`src/rtl/instr_fetch_unit.sv`:
```
// ---------------------------------------------------------------------------
// instr_fetch_unit
//   Latches the PC, fetches one 32-bit instruction over a req/ack handshake of
//   arbitrary latency and holds it for decode until it is consumed. pc_hold
//   feeds the PC's no_update input, so the PC advances only when the held
//   instruction retires.
//
// Ports
//   clk          in   posedge clock
//   reset        in   asynchronous, active-high reset
//   pc_addr      in   [31:0] current PC
//   consume      in   decode accepts instr (only meaningful in HOLD)
//   flush        in   redirect: drop in-flight fetch, held instr and fault
//   imem_req     out  fetch request
//   imem_addr    out  [31:0] fetch address, stable while imem_req is high
//   imem_ack     in   memory response valid
//   imem_rdata   in   [31:0] instruction word, valid with imem_ack
//   imem_err     in   bus error, qualified by imem_ack
//   instr        out  [31:0] held instruction
//   instr_valid  out  instr holds a fetched, unconsumed instruction
//   fetch_fault  out  sticky fault (misaligned PC, bus error, timeout)
//   pc_hold      out  low only in the cycle the held instr retires
// ---------------------------------------------------------------------------
module instr_fetch_unit #(
    parameter int unsigned TIMEOUT = 255,
    parameter logic [31:0] NOP     = 32'h0000_0013
) (
    input  logic        clk,
    input  logic        reset,
    input  logic [31:0] pc_addr,
    input  logic        consume,
    input  logic        flush,
    output logic        imem_req,
    output logic [31:0] imem_addr,
    input  logic        imem_ack,
    input  logic [31:0] imem_rdata,
    input  logic        imem_err,
    output logic [31:0] instr,
    output logic        instr_valid,
    output logic        fetch_fault,
    output logic        pc_hold
);

    localparam int unsigned   CW       = $clog2(TIMEOUT + 1);
    localparam logic [CW-1:0] CNT_LAST = CW'(TIMEOUT - 1);

    typedef enum logic [1:0] {IDLE, REQ, HOLD, FAULT} state_t;

    state_t        state, state_n;
    logic          req_n, valid_n, fault_n;
    logic [31:0]   addr_n, instr_n;
    logic [CW-1:0] cnt, cnt_n;

    // Flush wins over retirement so a redirect never lets the PC step.
    assign pc_hold = flush | ~((state == HOLD) & consume);

    always_ff @(posedge clk or posedge reset) begin
        if (reset) begin
            state       <= IDLE;
            imem_req    <= 1'b0;
            imem_addr   <= '0;
            instr       <= NOP;
            instr_valid <= 1'b0;
            fetch_fault <= 1'b0;
            cnt         <= '0;
        end else begin
            state       <= state_n;
            imem_req    <= req_n;
            imem_addr   <= addr_n;
            instr       <= instr_n;
            instr_valid <= valid_n;
            fetch_fault <= fault_n;
            cnt         <= cnt_n;
        end
    end

    always_comb begin
        state_n = state;
        req_n   = imem_req;
        addr_n  = imem_addr;
        instr_n = instr;
        valid_n = instr_valid;
        fault_n = fetch_fault;
        cnt_n   = cnt;

        if (flush) begin
            // A same-cycle ack is dropped; the memory tolerates the abandoned request.
            state_n = IDLE;
            req_n   = 1'b0;
            instr_n = NOP;
            valid_n = 1'b0;
            fault_n = 1'b0;
            cnt_n   = '0;
        end else begin
            unique case (state)
                IDLE: begin
                    if (pc_addr[1:0] != 2'b00) begin
                        state_n = FAULT;
                        fault_n = 1'b1;
                    end else begin
                        state_n = REQ;
                        addr_n  = pc_addr;
                        req_n   = 1'b1;
                        cnt_n   = '0;
                    end
                end
                REQ: begin
                    if (imem_ack) begin
                        req_n = 1'b0;
                        if (imem_err) begin
                            state_n = FAULT;
                            fault_n = 1'b1;
                        end else begin
                            state_n = HOLD;
                            instr_n = imem_rdata;
                            valid_n = 1'b1;
                        end
                    end else if (cnt == CNT_LAST) begin
                        // Counter saturates here, so it never wraps.
                        state_n = FAULT;
                        req_n   = 1'b0;
                        fault_n = 1'b1;
                    end else begin
                        cnt_n = cnt + 1'b1;
                    end
                end
                HOLD: begin
                    if (consume) begin
                        state_n = IDLE;
                        valid_n = 1'b0;
                    end
                end
                FAULT: ; // sticky until flush or reset
                default: state_n = IDLE;
            endcase
        end
    end

endmodule

```
`config.mk`:
```
export PLATFORM = sky130hd
export DESIGN_NAME = instr_fetch_unit
export DESIGN_NICKNAME = d
export VERILOG_FILES = /design/src/rtl/instr_fetch_unit.sv
export SDC_FILE = /design/constraint.sdc
export NUM_CORES = 1
export LEC_CHECK = 0
export CAP_MARGIN = 20
export CORE_MARGIN = 8
export CORE_UTILIZATION = 38
export CTS_BUF_LIST = sky130_fd_sc_hd__clkbuf_16
export DETAILED_ROUTE_END_ITERATION = 8
export HOLD_SLACK_MARGIN = 0.03
export PLACE_DENSITY = 0.73
export SETUP_SLACK_MARGIN = 0.2
export SLEW_MARGIN = 20
export SYNTH_ARGS = -nofsm -noshare
export SYNTH_HDL_FRONTEND = slang
export SYNTH_SLANG_ARGS = --single-unit
export TNS_END_PERCENT = 20
```
`constraint.sdc`:
```
create_clock -name clk -period 2.9 [get_ports clk]
set_clock_uncertainty 0.15 [all_clocks]
set_input_delay 0.58 -clock clk [delete_from_list [all_inputs] [get_ports clk]]
set_output_delay 0.58 -clock clk [all_outputs]
set_load 0.005 [all_outputs]
```
==> results_dict.tcl, run 1 <==
set metrics [dict create \
    final_cells 495 \
    ys_types 45 \
    io_buffers 137 \
    max_slew_margin_pct 58.4 \
    area_growth_pct 56.6 \
    r2r_slack_ns 0.65 \
    dp_hpwl_microns 6350 \
    coreArea_sq_um 8220 \
    die_area_sq_um 11700 \
    endpoint "pc_hold" \
    grt_pass1_wl_microns 13300 \
    worst_slack_ns 0.298 \
    setup_viol 0 \
    h-tree-depth 3 \
    p_sw_share_pct 25.6 \
    path_clk_slew_ns 0.06 \
    yosys.area_share.adder_pct 1.94 \
    cp.arrival_ns 1.87 \
    rr_endpoint "imem_addr[3]" \
    rows 33 \
    final-hold-violation-count 0 \
    cp_data_required_time_ns 2.17 \
    finalCritPeriodShare_pct 89.7 \
    fin_crit_ns 2.60 \
    drtAntennaViolNets 0 \
    io_pins 138 \
    cts_root_buf "clkbuf_16" \
    fmax_mhz 384 \
    status "complete, no violations" \
    hold_class "reg -> reg" \
    rsz0062_at_grt "false" \
    combPwrFrac_pct 32.1 \
    r2r_start "state[0]" \
    grt_pass1_vias 2563 \
    synthSimpleGateAreaFrac_pct 8.11 \
    final_common_cell "clkdlybuf4s50_1" \
    p_switching_w 0.00100 \
    r2r_cells 6 \
    gr-total-overflow 0 \
    cts_tree "yes" \
    clock_latency_ns 0.32 \
    post-place-ws_ns 0.292 \
    drt-initial-drc-count 155 \
    p_int_w 0.00291 \
    post_drt_wl_per_cell_microns 17.1 \
    synth_top_family_by_area "compound AO/OA/AOI/OAI gates" \
    antenna_found_initial 0 \
    async_reset_ff_share_pct 100 \
    dr.pass1.iters 4 \
    startpoint "state[0]" \
    dpl.cell_count 479 \
    nets 460 \
    synth_area_sq_um 3220 \
    viasPerCell 5.00 \
    drive_above_1_share_pct 16.2 \
    ys.flop_type "dfrtp_1" \
    ys_warn_count 0 \
    p_total_w 0.00391 \
    cts_setup_buffers 0 \
    setup.worst_path.end_class "output port" \
    synth-edff-count 0 \
    leakage_nw 2.14 \
    ys_ff_latch 77 \
    cp_max_fo 7 \
    synth.avg_cell_area_sq_um 13.2 \
    drc 0 \
    cts.sinks 77 \
    fillers 667 \
    critPathLaunchType "flop" \
    routabilityCongestion 0.818 \
    drt-total-wl_microns 8460 \
    yosysSeqAreaShare_pct 59.9 \
    pwr-share-clk_pct 29.9 \
    final_cell_mix "clkdlybuf4s50_1 (137), dfrtp_1 (74), mux2_2 (29), a22o_1 (29), clkbuf_16 (9)" \
    cts_made_buffers 9 \
    crit_type "reg -> out" \
    synth_xor_xnor_area_share_pct 0 \
    syn_nets 319 \
    worst_slew_pin_slew_ns 0.620 \
    initial_core_util_pct 39.2 \
    track_usage_pct 14.3 \
    die_width_microns 108 \
    hold_ws_ns 0.333 \
    grt_max_degree 78 \
    num_vias 2477 \
    cts_buffer_depth 2 \
    num_antenna_cells 0 \
    power_density_nw_per_um2 774 \
    p_seq_share_pct 38.1 \
    maxCapViolCount 0 \
    slew_violations 0 \
    fp.dieH_microns 108 \
    muxShareOfSynthArea_pct 11.1 \
    netlist_instances 244 \
    synth_compound_area_share_pct 15.6 \
    tns_ns 0 \
    ir_drop_uv 367 \
]
Yosys cell counts, types with 2 or more instances:
library cell  instances  share of area (%)
nor3_1                2               0.31
o21ai_0               5               0.78
a22oi_1               2               0.47
nor2_1                6               0.70
nand2b_1              6                1.2
o22a_1                3               0.82
ha_1                  5                1.9
mux2i_1               2               0.62
o21a_1                2               0.47
dfrtp_1              74                 57
o22ai_1               2               0.39
clkbuf_1              3               0.35
a31oi_1               4               0.78
inv_1                 7               0.82
nand3_1               6               0.93
nand2_1               5               0.58
dfstp_2               3                2.4
buf_2                 6               0.93
o211ai_1              2               0.47
or4_1                 3               0.70
a21oi_1               8                1.2
nor2b_1               7                1.4
mux2_2               29                 10
buf_6                 3                1.0
a22o_1               29                7.9
kinds of logic (layout without fill, tap and decap cells):
kind of cell               count (synthesis)  in the layout
DFF                                       77             77
AOI/OAI and AO/OA                         66             66
and+or+nand+nor                           44             44
muxes                                     32             32
buffers and inverters                     20            166
adders and majority gates                  5              5
power groups by stage:
stage / Combinational [W] / Sequential, W / Clock (W)
3_5_place_dp: 0.00127 / 0.00151 / 0
3_3_place_gp: 0.00123 / 0.00151 / 0
5_1_grt: 0.00136 / 0.00153 / 0.00125
6_report: 0.00125 / 0.00149 / 0.00117
2_1_floorplan: 0.000501 / 0.00152 / 0
4_1_cts: 0.00127 / 0.00149 / 0.00120
sequential cells by signal, indices dropped and copies added, names as in the netlist:
register	flops
cnt	8
fetch_fault	1
imem_addr	32
imem_req	1
instr	32
instr_valid	1
state	2
worst max-delay path, stage by stage (launching register included):
cell             delay [ns]
dfrtp_1                0.42
inv_1                  0.13
ha_4                   0.19
nand2_1                0.08
or2_2                  0.28
clkdlybuf4s50_1        0.46
through the flow:
stage	utilization, %	cell area, sq um
2_1_floorplan	-	3220
3_5_place_dp	57.5	4720
3_3_place_gp	57.5	4720
4_1_cts	61.3	5040
6_report	61.5	5050
5_1_grt	61.5	5050
layer usage:
metal	global-route usage, %	wire (microns)	part of all wire, %	vias to the layer above
met1	18.6	3790	45	1191
li1	-	-	-	1187
met4	4.66	55	0.65	0
met2	22.1	3930	46	95
met3	4.40	678	8.0	4
met5	0	0	0	-
how the worst min path moves through the flow:
stage                          endpoint  slack [ns]  cells after the start           from
final                            cnt[6]        0.33                      1         cnt[6]
after CTS                        cnt[6]        0.33                      1         cnt[6]
after floorplan                  cnt[6]        0.30                      1         cnt[6]
after global placement    imem_addr[23]        0.32                      1  imem_addr[23]
after global routing             cnt[6]        0.35                      1         cnt[6]
after detailed placement         cnt[6]        0.32                      1         cnt[6]
area by class of cell:
type | count | area (sq um) | share of cell area (%)
Sequential cell | 77 | 1930 | 38.2
Timing Repair Buffer | 143 | 1440 | 28.5
Multi-Input combinational cell | 147 | 1200 | 23.8
Clock buffer | 9 | 225 | 4.46
Tap cell | 105 | 131 | 2.60
Clock inverter | 7 | 91.3 | 1.81
Inverter | 7 | 26.3 | 0.520
what timing repair did:
| item | 4_1_cts | 5_1_grt |
|---|---|---|
| pin swaps | 0 | 0 |
| setup endpoints to repair | 1 | 1 |
| resized for setup | 1 | 1 |
| hold buffers | 0 | 0 |
Power figures use the tool's default switching activity.
==> run 2, diff against run 1 <==
--- a/config.mk
+++ b/config.mk
@@ -7,11 +7,11 @@
 export LEC_CHECK = 0
 export CAP_MARGIN = 20
 export CORE_MARGIN = 8
-export CORE_UTILIZATION = 38
+export CORE_UTILIZATION = 30
 export CTS_BUF_LIST = sky130_fd_sc_hd__clkbuf_16
 export DETAILED_ROUTE_END_ITERATION = 8
 export HOLD_SLACK_MARGIN = 0.03
-export PLACE_DENSITY = 0.73
+export PLACE_DENSITY = 0.6
 export SETUP_SLACK_MARGIN = 0.2
 export SLEW_MARGIN = 20
 export SYNTH_ARGS = -nofsm -noshare
==> constraint.sdc (replaced) <==
create_clock -name clk -period 2.9 [get_ports clk]
set_clock_uncertainty 0.15 [all_clocks]
set_input_delay 0.87 -clock clk [delete_from_list [all_inputs] [get_ports clk]]
set_output_delay 0.87 -clock clk [all_outputs]
set_load 0.005 [all_outputs]
==> run 2 against run 1 <==
  * Global-route usage fell by 2.1 points
  * Flip-flop and latch count stayed put
  * First-iteration DRC count grew 5.2%
  * Design area rose by 1.0%
  * Non-clock buffer count increased by 5
  * Register-to-register slack improved by 0.07 ns
  * Sequential power hardly changed
  * Utilization is 14 points lower
  * Critical path type is now in -> out
  * Largest power group unchanged
  * Highest routed layer unchanged
==> results_dict.tcl, run 2 (synthesized netlist as in run 1, its figures left out) <==
set metrics [dict create \
    dr.pass1.iters 4 \
    cts_made_buffers 9 \
    dp_hpwl_microns 6500 \
    cts_root_buf "clkbuf_16" \
    worst_slack_ns 0.336 \
    setup.worst_path.end_class "output port" \
    maxCapViolCount 0 \
    fp.dieH_microns 120 \
    die_width_microns 120 \
    worst_slew_pin_slew_ns 0.537 \
    fmax_mhz 390 \
    coreArea_sq_um 10700 \
    num_vias 2524 \
    reg_top3 "imem_addr x32, instr x32, cnt x8" \
    grt_pass1_wl_microns 14200 \
    final_cell_mix "clkdlybuf4s50_1 (134), dfrtp_1 (74), mux2_2 (29), a22o_1 (29), clkbuf_16 (9)" \
    grt_pass1_vias 2652 \
    grt_max_degree 33 \
    setup_viol 0 \
    crit_type "in -> out" \
    finalCritPeriodShare_pct 88.4 \
    critPathLaunchType "primary input" \
    hold_start "instr[13]" \
    post_drt_wl_per_cell_microns 16.5 \
    place_area_sq_um 4830 \
    power_density_nw_per_um2 748 \
    initial_core_util_pct 30.3 \
    nets 465 \
    status "complete, no violations" \
    path_clk_slew_ns 0.06 \
    hold_class "reg -> reg" \
    h-tree-depth 3 \
    path_cells "dlygate4sd2_1, nand2_1, or2_2, buf_2" \
    rsz0062_at_grt "false" \
    gr-total-overflow 0 \
    drt-total-wl_microns 8780 \
    cp.arrival_ns 1.54 \
    cts_tree "yes" \
    cp_slowest_cell "or2_2" \
    final-hold-violation-count 0 \
    drt-initial-drc-count 163 \
    drtAntennaViolNets 0 \
    drive_above_1_share_pct 17.3 \
    leakage_nw 2.16 \
    slew_violations 0 \
    clock_latency_ns 0.32 \
    num_antenna_cells 0 \
    cpPeakStageDelay_ns 0.27 \
    tns_ns 0 \
    cts.sinks 77 \
    fin_crit_ns 2.56 \
    p_total_w 0.00382 \
    io_pins 138 \
    cts_buffer_depth 2 \
    r2r_start "state[1]" \
    routabilityCongestion 0.813 \
    viasPerCell 4.74 \
    final_common_cell "clkdlybuf4s50_1" \
    io_buffers 137 \
    die_area_sq_um 14300 \
    cp_max_fo 2 \
    antenna_found_initial 0 \
    cp_data_required_time_ns 1.88 \
    track_usage_pct 12.2 \
    fin_area_sq_um 5100 \
    post-place-ws_ns -0.259 \
    rows 38 \
    ir_drop_uv 320 \
    area_growth_pct 58.2 \
    startpoint "consume" \
    max_slew_margin_pct 64.1 \
    drc 0 \
]
[run 2: final timing paths]
path	end	cells past startpoint	slack, ns
worst max-delay path	pc_hold	4	0.34
worst min-delay path	instr[13]	1	0.35
worst max register to register	cnt[4]	6	0.72
worst min register to register	instr[13]	1	0.35
max in group asynchronous	instr[0]	3	1.21
min in group asynchronous	instr[8]	2	0.79
[run 2: metal layers]
metal,part of all wire [%],up-vias,track usage [%],wire [microns]
li1,-,1199,-,-
met1,43,1224,14.9,3740
met2,48,87,19.4,4240
met3,7.1,14,3.90,624
met4,1.9,0,5.39,171
met5,0,-,0,0
[run 2: what timing repair did]
item,in CTS,in global routing
setup endpoints to repair,1,0
buffers inserted,0,0
resized for setup,6,0
hold buffers,0,0
[run 2: area by class of cell]
type	instances	area, sq um
well taps	140	175
flip-flops and latches	77	1930
multi-input cells	147	1190
clock buffers	9	225
clock inverters	5	53.8
inverters	7	30.0
repair buffers	148	1500
fillers	1010	5550
[run 2: stage by stage]
step	std cells	utilization, %	hold WS (ns)
after floorplan	244	-	0.301
after global placement	519	45.4	0.325
after detailed placement	519	45.4	0.327
after CTS	533	47.9	0.347
after global routing	533	47.9	0.368
final	533	47.9	0.351
[run 2: power by group]
group / switching, W / internal [W] / total (W)
logic: 0.000446 / 0.000829 / 0.00128
registers: 0.000135 / 0.00134 / 0.00148
clock network: 0.000410 / 0.000653 / 0.00106
total: 0.000991 / 0.00283 / 0.00382
[run 2: worst max-delay path, delay by kind of cell]
| family | cells | cell delay (ns) |
|---|---|---|
| buf+inv | 2 | 0.34 |
| simple gates | 2 | 0.34 |
